$ cat src/rtl/rv_multicycle_ctrl.sv
// Multicycle RV32 main control FSM: sequences ALU, memory port and extender; traps on bad opcodes or bus timeout.
// Define UTYPE_EN to add lui/auipc support; undefined, both opcodes trap.
module rv_multicycle_ctrl #(
  parameter int WAIT_LIMIT = 15
) (
  input  logic       i_clk,
  input  logic       i_rst,
  input  logic [6:0] i_op,
  input  logic [2:0] i_funct3,
  input  logic       i_funct7b5,
  input  logic       i_zero,
  input  logic       i_mem_ready,
  output logic       o_mem_req,
  output logic       o_mem_write,
  output logic       o_adr_src,
  output logic       o_ir_write,
  output logic       o_pc_write,
  output logic       o_reg_write,
  output logic [1:0] o_alu_src_a,
  output logic [1:0] o_alu_src_b,
  output logic [1:0] o_result_src,
  output logic [2:0] o_alu_control,
  output logic [1:0] o_imm_src,
  output logic       o_trap,
  output logic [3:0] o_state
);

  typedef enum logic [3:0] {
    S_FETCH    = 4'd0,
    S_DECODE   = 4'd1,
    S_MEMADR   = 4'd2,
    S_MEMREAD  = 4'd3,
    S_MEMWB    = 4'd4,
    S_MEMWRITE = 4'd5,
    S_EXECR    = 4'd6,
    S_EXECI    = 4'd7,
    S_ALUWB    = 4'd8,
    S_BEQ      = 4'd9,
    S_LUI      = 4'd10,
    S_AUIPC    = 4'd11,
    S_TRAP     = 4'd15
  } state_t;

  localparam logic [6:0] OP_LW    = 7'b0000011;
  localparam logic [6:0] OP_SW    = 7'b0100011;
  localparam logic [6:0] OP_R     = 7'b0110011;
  localparam logic [6:0] OP_I     = 7'b0010011;
  localparam logic [6:0] OP_BEQ   = 7'b1100011;
  localparam logic [6:0] OP_LUI   = 7'b0110111;
  localparam logic [6:0] OP_AUIPC = 7'b0010111;

`ifdef UTYPE_EN
  localparam bit         U_EN  = 1'b1;
  localparam logic [1:0] IMM_U = 2'b11;
`else
  localparam bit         U_EN  = 1'b0;
  localparam logic [1:0] IMM_U = 2'b00;
`endif

  // A zero limit still needs a 1-bit counter; it simply never triggers.
  localparam int          CW  = (WAIT_LIMIT > 0) ? $clog2(WAIT_LIMIT + 1) : 1;
  localparam logic [CW-1:0] LIM = CW'(WAIT_LIMIT);

  state_t          r_state;
  state_t          w_next;
  logic [CW-1:0]   r_wait_cnt;
  logic            w_mem_state;
  logic            w_timeout;
  logic            w_funct_ok;
  logic [2:0]      w_alu_dec;

  always_comb begin
    w_funct_ok = 1'b1;
    w_alu_dec  = 3'b000;
    case (i_funct3)
      3'b000:  w_alu_dec = (i_op[5] & i_funct7b5) ? 3'b001 : 3'b000;
      3'b010:  w_alu_dec = 3'b101;
      3'b110:  w_alu_dec = 3'b011;
      3'b111:  w_alu_dec = 3'b010;
      default: w_funct_ok = 1'b0;
    endcase
  end

  assign w_mem_state = (r_state == S_FETCH) || (r_state == S_MEMREAD) || (r_state == S_MEMWRITE);
  assign w_timeout   = (WAIT_LIMIT != 0) && (r_wait_cnt == LIM) && !i_mem_ready;

  always_comb begin
    w_next = r_state;
    case (r_state)
      S_FETCH:    if (i_mem_ready) w_next = S_DECODE; else if (w_timeout) w_next = S_TRAP;
      S_DECODE: begin
        case (i_op)
          OP_LW, OP_SW: w_next = S_MEMADR;
          OP_R:         w_next = w_funct_ok ? S_EXECR : S_TRAP;
          OP_I:         w_next = w_funct_ok ? S_EXECI : S_TRAP;
          OP_BEQ:       w_next = S_BEQ;
          OP_LUI:       w_next = U_EN ? S_LUI : S_TRAP;
          OP_AUIPC:     w_next = U_EN ? S_AUIPC : S_TRAP;
          default:      w_next = S_TRAP;
        endcase
      end
      S_MEMADR:   w_next = (i_op == OP_LW) ? S_MEMREAD : S_MEMWRITE;
      S_MEMREAD:  if (i_mem_ready) w_next = S_MEMWB; else if (w_timeout) w_next = S_TRAP;
      S_MEMWB:    w_next = S_FETCH;
      S_MEMWRITE: if (i_mem_ready) w_next = S_FETCH; else if (w_timeout) w_next = S_TRAP;
      S_EXECR:    w_next = S_ALUWB;
      S_EXECI:    w_next = S_ALUWB;
      S_ALUWB:    w_next = S_FETCH;
      S_BEQ:      w_next = S_FETCH;
      S_LUI:      w_next = S_FETCH;
      S_AUIPC:    w_next = S_ALUWB;
      S_TRAP:     w_next = S_TRAP;
      default:    w_next = S_TRAP;
    endcase
  end

  always_ff @(posedge i_clk or posedge i_rst) begin
    if (i_rst) begin
      r_state    <= S_FETCH;
      r_wait_cnt <= '0;
    end else begin
      r_state <= w_next;
      if (w_next != r_state)
        r_wait_cnt <= '0;
      else if (w_mem_state && !i_mem_ready)
        r_wait_cnt <= r_wait_cnt + 1'b1;
    end
  end

  always_comb begin
    o_mem_req     = 1'b0;
    o_mem_write   = 1'b0;
    o_adr_src     = 1'b0;
    o_ir_write    = 1'b0;
    o_pc_write    = 1'b0;
    o_reg_write   = 1'b0;
    o_alu_src_a   = 2'b00;
    o_alu_src_b   = 2'b00;
    o_result_src  = 2'b00;
    o_alu_control = 3'b000;
    o_trap        = 1'b0;
    case (r_state)
      S_FETCH: begin
        o_mem_req    = 1'b1;
        o_alu_src_b  = 2'b10;
        o_result_src = 2'b10;
        o_ir_write   = i_mem_ready;
        o_pc_write   = i_mem_ready;
      end
      S_DECODE:   begin o_alu_src_a = 2'b01; o_alu_src_b = 2'b01; end
      S_MEMADR:   begin o_alu_src_a = 2'b10; o_alu_src_b = 2'b01; end
      S_MEMREAD:  begin o_mem_req = 1'b1; o_adr_src = 1'b1; end
      S_MEMWB:    begin o_result_src = 2'b01; o_reg_write = 1'b1; end
      S_MEMWRITE: begin o_mem_req = 1'b1; o_mem_write = 1'b1; o_adr_src = 1'b1; end
      S_EXECR:    begin o_alu_src_a = 2'b10; o_alu_control = w_alu_dec; end
      S_EXECI:    begin o_alu_src_a = 2'b10; o_alu_src_b = 2'b01; o_alu_control = w_alu_dec; end
      S_ALUWB:    o_reg_write = 1'b1;
      S_BEQ: begin
        o_alu_src_a   = 2'b10;
        o_alu_control = 3'b001;
        o_pc_write    = i_zero;
      end
      S_LUI:      begin o_reg_write = 1'b1; o_result_src = 2'b11; end
      S_AUIPC:    begin o_alu_src_a = 2'b01; o_alu_src_b = 2'b01; end
      S_TRAP:     o_trap = 1'b1;
      default:    o_trap = 1'b1;
    endcase
    // Reset must never let a write through, even the Mealy ones in FETCH.
    if (i_rst) begin
      o_ir_write  = 1'b0;
      o_pc_write  = 1'b0;
      o_reg_write = 1'b0;
      o_mem_write = 1'b0;
    end
  end

  always_comb begin
    o_imm_src = 2'b00;
    case (i_op)
      OP_SW:            o_imm_src = 2'b01;
      OP_BEQ:           o_imm_src = 2'b10;
      OP_LUI, OP_AUIPC: o_imm_src = IMM_U;
      default:          o_imm_src = 2'b00;
    endcase
  end

  assign o_state = r_state;

endmodule
$ cat config.mk
export PLATFORM = sky130hd
export DESIGN_NAME = rv_multicycle_ctrl
export DESIGN_NICKNAME = d
export VERILOG_FILES = /design/src/rtl/rv_multicycle_ctrl.sv
export SDC_FILE = /design/constraint.sdc
export NUM_CORES = 1
export LEC_CHECK = 0
export CORE_MARGIN = 3
export CORE_UTILIZATION = 39
export DETAILED_ROUTE_END_ITERATION = 8
export PLACE_DENSITY = 0.76
export SLEW_MARGIN = 20
export SYNTH_ARGS = -nofsm -noshare
export SYNTH_HDL_FRONTEND = slang
export SYNTH_SLANG_ARGS = --single-unit
$ cat constraint.sdc
create_clock -name i_clk -period 2.1 [get_ports i_clk]
set_clock_uncertainty 0.2 [all_clocks]
set_input_delay 0.525 -clock i_clk [delete_from_list [all_inputs] [get_ports i_clk]]
set_output_delay 0.525 -clock i_clk [all_outputs]
set_load 0.05 [all_outputs]
==> metrics.txt, run 1 <==
routability cong. between 0.9 and 1; leading area contributor after synthesis dfrtp_1; sequential area share after synthesis between 20% and 30%; Synth Net Count ~150; hpwl dp around 3700 um; # Post-CTS Setup Buffers 13; post_cts resized 70; synthesized area per cell approximately 7.2 um^2; number of synthesized flops with an enable pin 0; H-Tree Depth 1; Initial Util a little over two fifths; Stop stage clock tree synthesis; die height ~55 um; Error [ERROR DPL-0038] Utilization greater than 100%, impossible to legalize; # hold bufs at CTS 0; Die W ~55 um; FP Rows 17; Mapped Area 948 um^2; FF+latch count, synth 8; Synth Warn # 0; Num Clock Sinks 8; CTS buffer count 3; Synth area leaders dfrtp_1, nor3_1, o21ai_0; Port Buffers 36; clock root cell clkbuf_4; Async SR Flop Fraction between 90% and 100%; Syn Inst Count roughly 130; synth unique cells between 40 and 50; Longest Clk Path Bufs 2; Top FF cell, synth dfrtp_1; IO Pins 37; status stopped before the end; post-synth top area share around a fifth
==> per-stage QoR <==
stage / instance area [um^2] / instances / setup WS [ns] / hold slack, ns / setup TNS [ns]
2_1_floorplan: 1230 / 132 / -0.407 / 0.149 / -3.17
3_3_place_gp: 2130 / 232 / -0.542 / 0.374 / -5.19
3_5_place_dp: 2130 / 232 / -0.769 / 0.419 / -6.50
==> kinds of logic after synthesis <==
family                     synth area share [%]
AOI/OAI and AO/OA                          26.3
xor gates and xnor gates                   4.62
adders and majority gates                  1.32
buffers and inverters                      7.92
DFF                                        21.1
muxes                                      2.11
and+or+nand+nor                            36.7
==> Yosys cell counts, drive strengths merged (2+ instances only) <==
master / n
o31ai: 3
nand3: 4
nand2b: 6
mux2i: 2
a21oi: 5
buf: 6
o21ai: 11
xnor2: 2
inv: 8
nor3: 11
clkbuf: 3
a21o: 2
nor2: 9
nor4: 2
or3b: 2
nand2: 13
a31oi: 3
a211oi: 3
nor3b: 3
xor2: 3
or2: 2
dfrtp: 8
and3: 3
==> inputs of run 2 (changes only) <==
--- a/config.mk
+++ b/config.mk
@@ -5,10 +5,10 @@
 export SDC_FILE = /design/constraint.sdc
 export NUM_CORES = 1
 export LEC_CHECK = 0
-export CORE_MARGIN = 3
-export CORE_UTILIZATION = 39
+export CORE_AREA = 3 3 64 66
 export DETAILED_ROUTE_END_ITERATION = 8
-export PLACE_DENSITY = 0.76
+export DIE_AREA = 0 0 67 69
+export PLACE_DENSITY_LB_ADDON = 0.15
 export SLEW_MARGIN = 20
 export SYNTH_ARGS = -nofsm -noshare
 export SYNTH_HDL_FRONTEND = slang
==> constraint.sdc (replaced) <==
create_clock -name i_clk -period 2.75 [get_ports i_clk]
set_clock_uncertainty 0.2 [all_clocks]
set_input_delay 0.6875 -clock i_clk [delete_from_list [all_inputs] [get_ports i_clk]]
set_output_delay 0.6875 -clock i_clk [all_outputs]
set_load 0.05 [all_outputs]
==> run 2 against run 1 <==
Compared with the run above:
- the flow now finishes without violations
- synthesized area did not move
- synthesized cell count did not move
==> metrics.txt, run 2 <==
Max-Slew Margin vs Limit 67.1%; Critical Path RT 1.86 ns; Clock Latency Late Sink between 0.2 and 0.25 ns; RSZ-0062 raised after global routing true; Post-route DRC 0; gr ovfl total 0; Clock Power Share 43.2%; WL final between 3000 and 4000 um; Synth Net Count 148 (unchanged); via count around 1200; IO Pins 37 (unchanged); HP Start r_wait_cnt[0]; crit path capture type output pin; critical setup path kind input port to output pin; nets 201; Mapped Area 948 um^2 (unchanged); Worst path max stage delay around 0.52 ns; sequential area share after synthesis 21.1% (unchanged); Synth area leaders dfrtp_1, nor3_1, o21ai_0; CTS buffer count 3 (unchanged); number of global-route vias before repair 1130; Flop pwr share a little over a third; Fin. Hold Viols 0; Leak Pwr between 0.7 and 0.8 nW; Wirelength per Cell approximately 14 um; First-pass DRT Iterations 4; crit-path max FO 4; class of the worst hold path flop to flop; net switching power roughly 83 uW; leading area contributor after synthesis dfrtp_1; maximum number of pins on one net before global-route repair 19; Worst Reg2Reg Path Length in Cells 7; Placed Area 1710 um^2 (-20%); clock root cell clkbuf_8; Least-Margin Pin Slew ~0.49 ns; Sw Share between 20 and 25%; time the worst path needs with I/O delays and setup ~2.7 ns; synth unique cells 43 (unchanged); FP Rows 22 (+5); reg2reg end r_wait_cnt[1]; hpwl dp 2560 um (-30%); Final Cell Area 1790 um^2; Cell Chain, Critical Path clkdlybuf4s50_1 -> inv_1 -> nor4b_4 -> buf_12; reg2reg setup slack just over 0.4 ns; Arrival @ worst endpoint ~1.8 ns; most common cell after layout, fill and taps aside buf_4; Synth Warn # 0 (unchanged); status completed; CP max stage cell clkdlybuf4s50_1; H-Tree Depth 1 (unchanged); routability cong. 0.888 (-6.5%); cell family with most CP delay buffers and inverters; Post-synth top cells nand2_1, nor3_1, o21ai_0; period utilization between 90% and 100%; first-pass GRT wire length around 5500 um; Gate power share about a fifth; commonest non-fill, non-tap cells in the layout buf_4, buf_12, nand2_1; synthesized area per cell 7.18 um^2 (unchanged); Num Clock Sinks 8 (unchanged); number of synthesized flops with an enable pin 0 (unchanged); Hold EP r_wait_cnt[0]; max frequency 366 MHz; Syn Inst Count 132 (unchanged); Critical Path Source Type input port; internal power 255 uW; post-synth top area share 21.1% (unchanged); Die W 67 um (+21%); FF+latch count, synth 8 (unchanged); r2r startpoint o_state[0]; VDD IR max around 0.19 mV; Port Buffers 36 (unchanged); Initial DRC Count 67; Longest Clk Path Bufs 2 (unchanged); core area approximately 3600 um^2; Clock transition at path regs 0.04 ns; Async SR Flop Fraction 100% (unchanged); cell area power density ~190 nW/um^2; endpoints failing setup 0; die height 69 um (+25%); Final ANT Viol Nets 0; Top FF cell, synth dfrtp_1; Initial Util 26.1% (-16 points); P&R area growth vs syn 88.3%; CTS tree yes; initial antenna violation count 0; worst path bufs/invs 3; ant diodes 0; hold depth 2; Util after Layout 49.1%; layout cells sized above 1 39.7%; Vias/cell 5.02; die area roughly 4600 um^2; maxcap violations 0; Total Routing Usage GR between 10 and 15%; count leader, synth nand2_1; max-slew violations 0
[run 2: what timing repair did]
action | CTS | global route
buffers inserted | 2 | 0
endpoints found under the hold margin | 0 | 0
resized for setup | 6 | 4
hold buffers | 0 | 0
pin swaps | 4 | 2
setup endpoints to repair | 4 | 7
[run 2: routing by layer]
layer	share of wire (%)	vias to the layer above	routed length, um	global-route usage (%)
met3	3.9	5	124	2.61
met5	0	-	0	0
li1	-	584	-	-
met4	1.4	0	45	4.05
met1	44	552	1400	19.2
met2	51	24	1610	23.8
[run 2: metrics by stage]
step	std cells	total power [mW]	setup TNS, ns	hold slack [ns]	setup slack, ns
after global placement	226	0.193	-0.466	0.367	-0.108
after global routing	232	0.359	-0.0500	0.436	-0.0371
after detailed placement	226	0.194	-0.553	0.402	-0.137
final	232	0.338	0	0.401	0.0192
after floorplan	132	0.151	-0.489	0.308	-0.156
after CTS	232	0.344	0	0.407	0.0223
[run 2: tightest hold or removal path, delay by kind of cell, from the launching register on]
family                    cells  cell delay, ns
DFF                           1            0.38
xor gates and xnor gates      1            0.14
and+or+nand+nor               1            0.04
[run 2: logic make-up (layout without fill, tap and decap cells)]
logic type	after synthesis	in the layout	share of synthesized area, %
buf+inv	17	69	7.92
mux	2	2	2.11
fa+ha+maj	1	1	1.32
compound gates	36	36	26.3
xor+xnor	5	5	4.62
flops	8	8	21.1
simple gates	63	63	36.7
[run 2: area by class of cell]
| class | count | area, um^2 |
|---|---|---|
| Timing Repair Buffer | 57 | 648 |
| Sequential cell | 8 | 205 |
| Multi-Input combinational cell | 107 | 793 |
| Fill cell | 363 | 1850 |
| Clock buffer | 4 | 45.0 |
| Inverter | 8 | 33.8 |
| Tap cell | 48 | 60.1 |
[run 2: worst max-delay path by stage]
stage | start | end | slack, ns | depth (start not counted)
2_1_floorplan | o_state[2] | o_reg_write | -0.16 | 5
3_3_place_gp | i_op[2] | o_imm_src[1] | -0.11 | 5
3_5_place_dp | i_funct3[0] | r_wait_cnt[3] | -0.14 | 8
4_1_cts | i_op[5] | o_imm_src[1] | 0.02 | 4
5_1_grt | i_funct3[2] | o_alu_control[0] | -0.04 | 6
6_report | i_op[5] | o_imm_src[1] | 0.02 | 4
[run 2: power by group through the flow]
| stage | Combinational [mW] | Clock, mW | Sequential, mW |
|---|---|---|---|
| floorplan | 0.0281 | 0 | 0.123 |
| global placement | 0.0711 | 0 | 0.122 |
| detailed placement | 0.0717 | 0 | 0.122 |
| CTS | 0.0712 | 0.152 | 0.121 |
| global route | 0.0763 | 0.162 | 0.121 |
| finish | 0.0709 | 0.146 | 0.121 |
No activity file was read; power rests on OpenSTA's default activity.
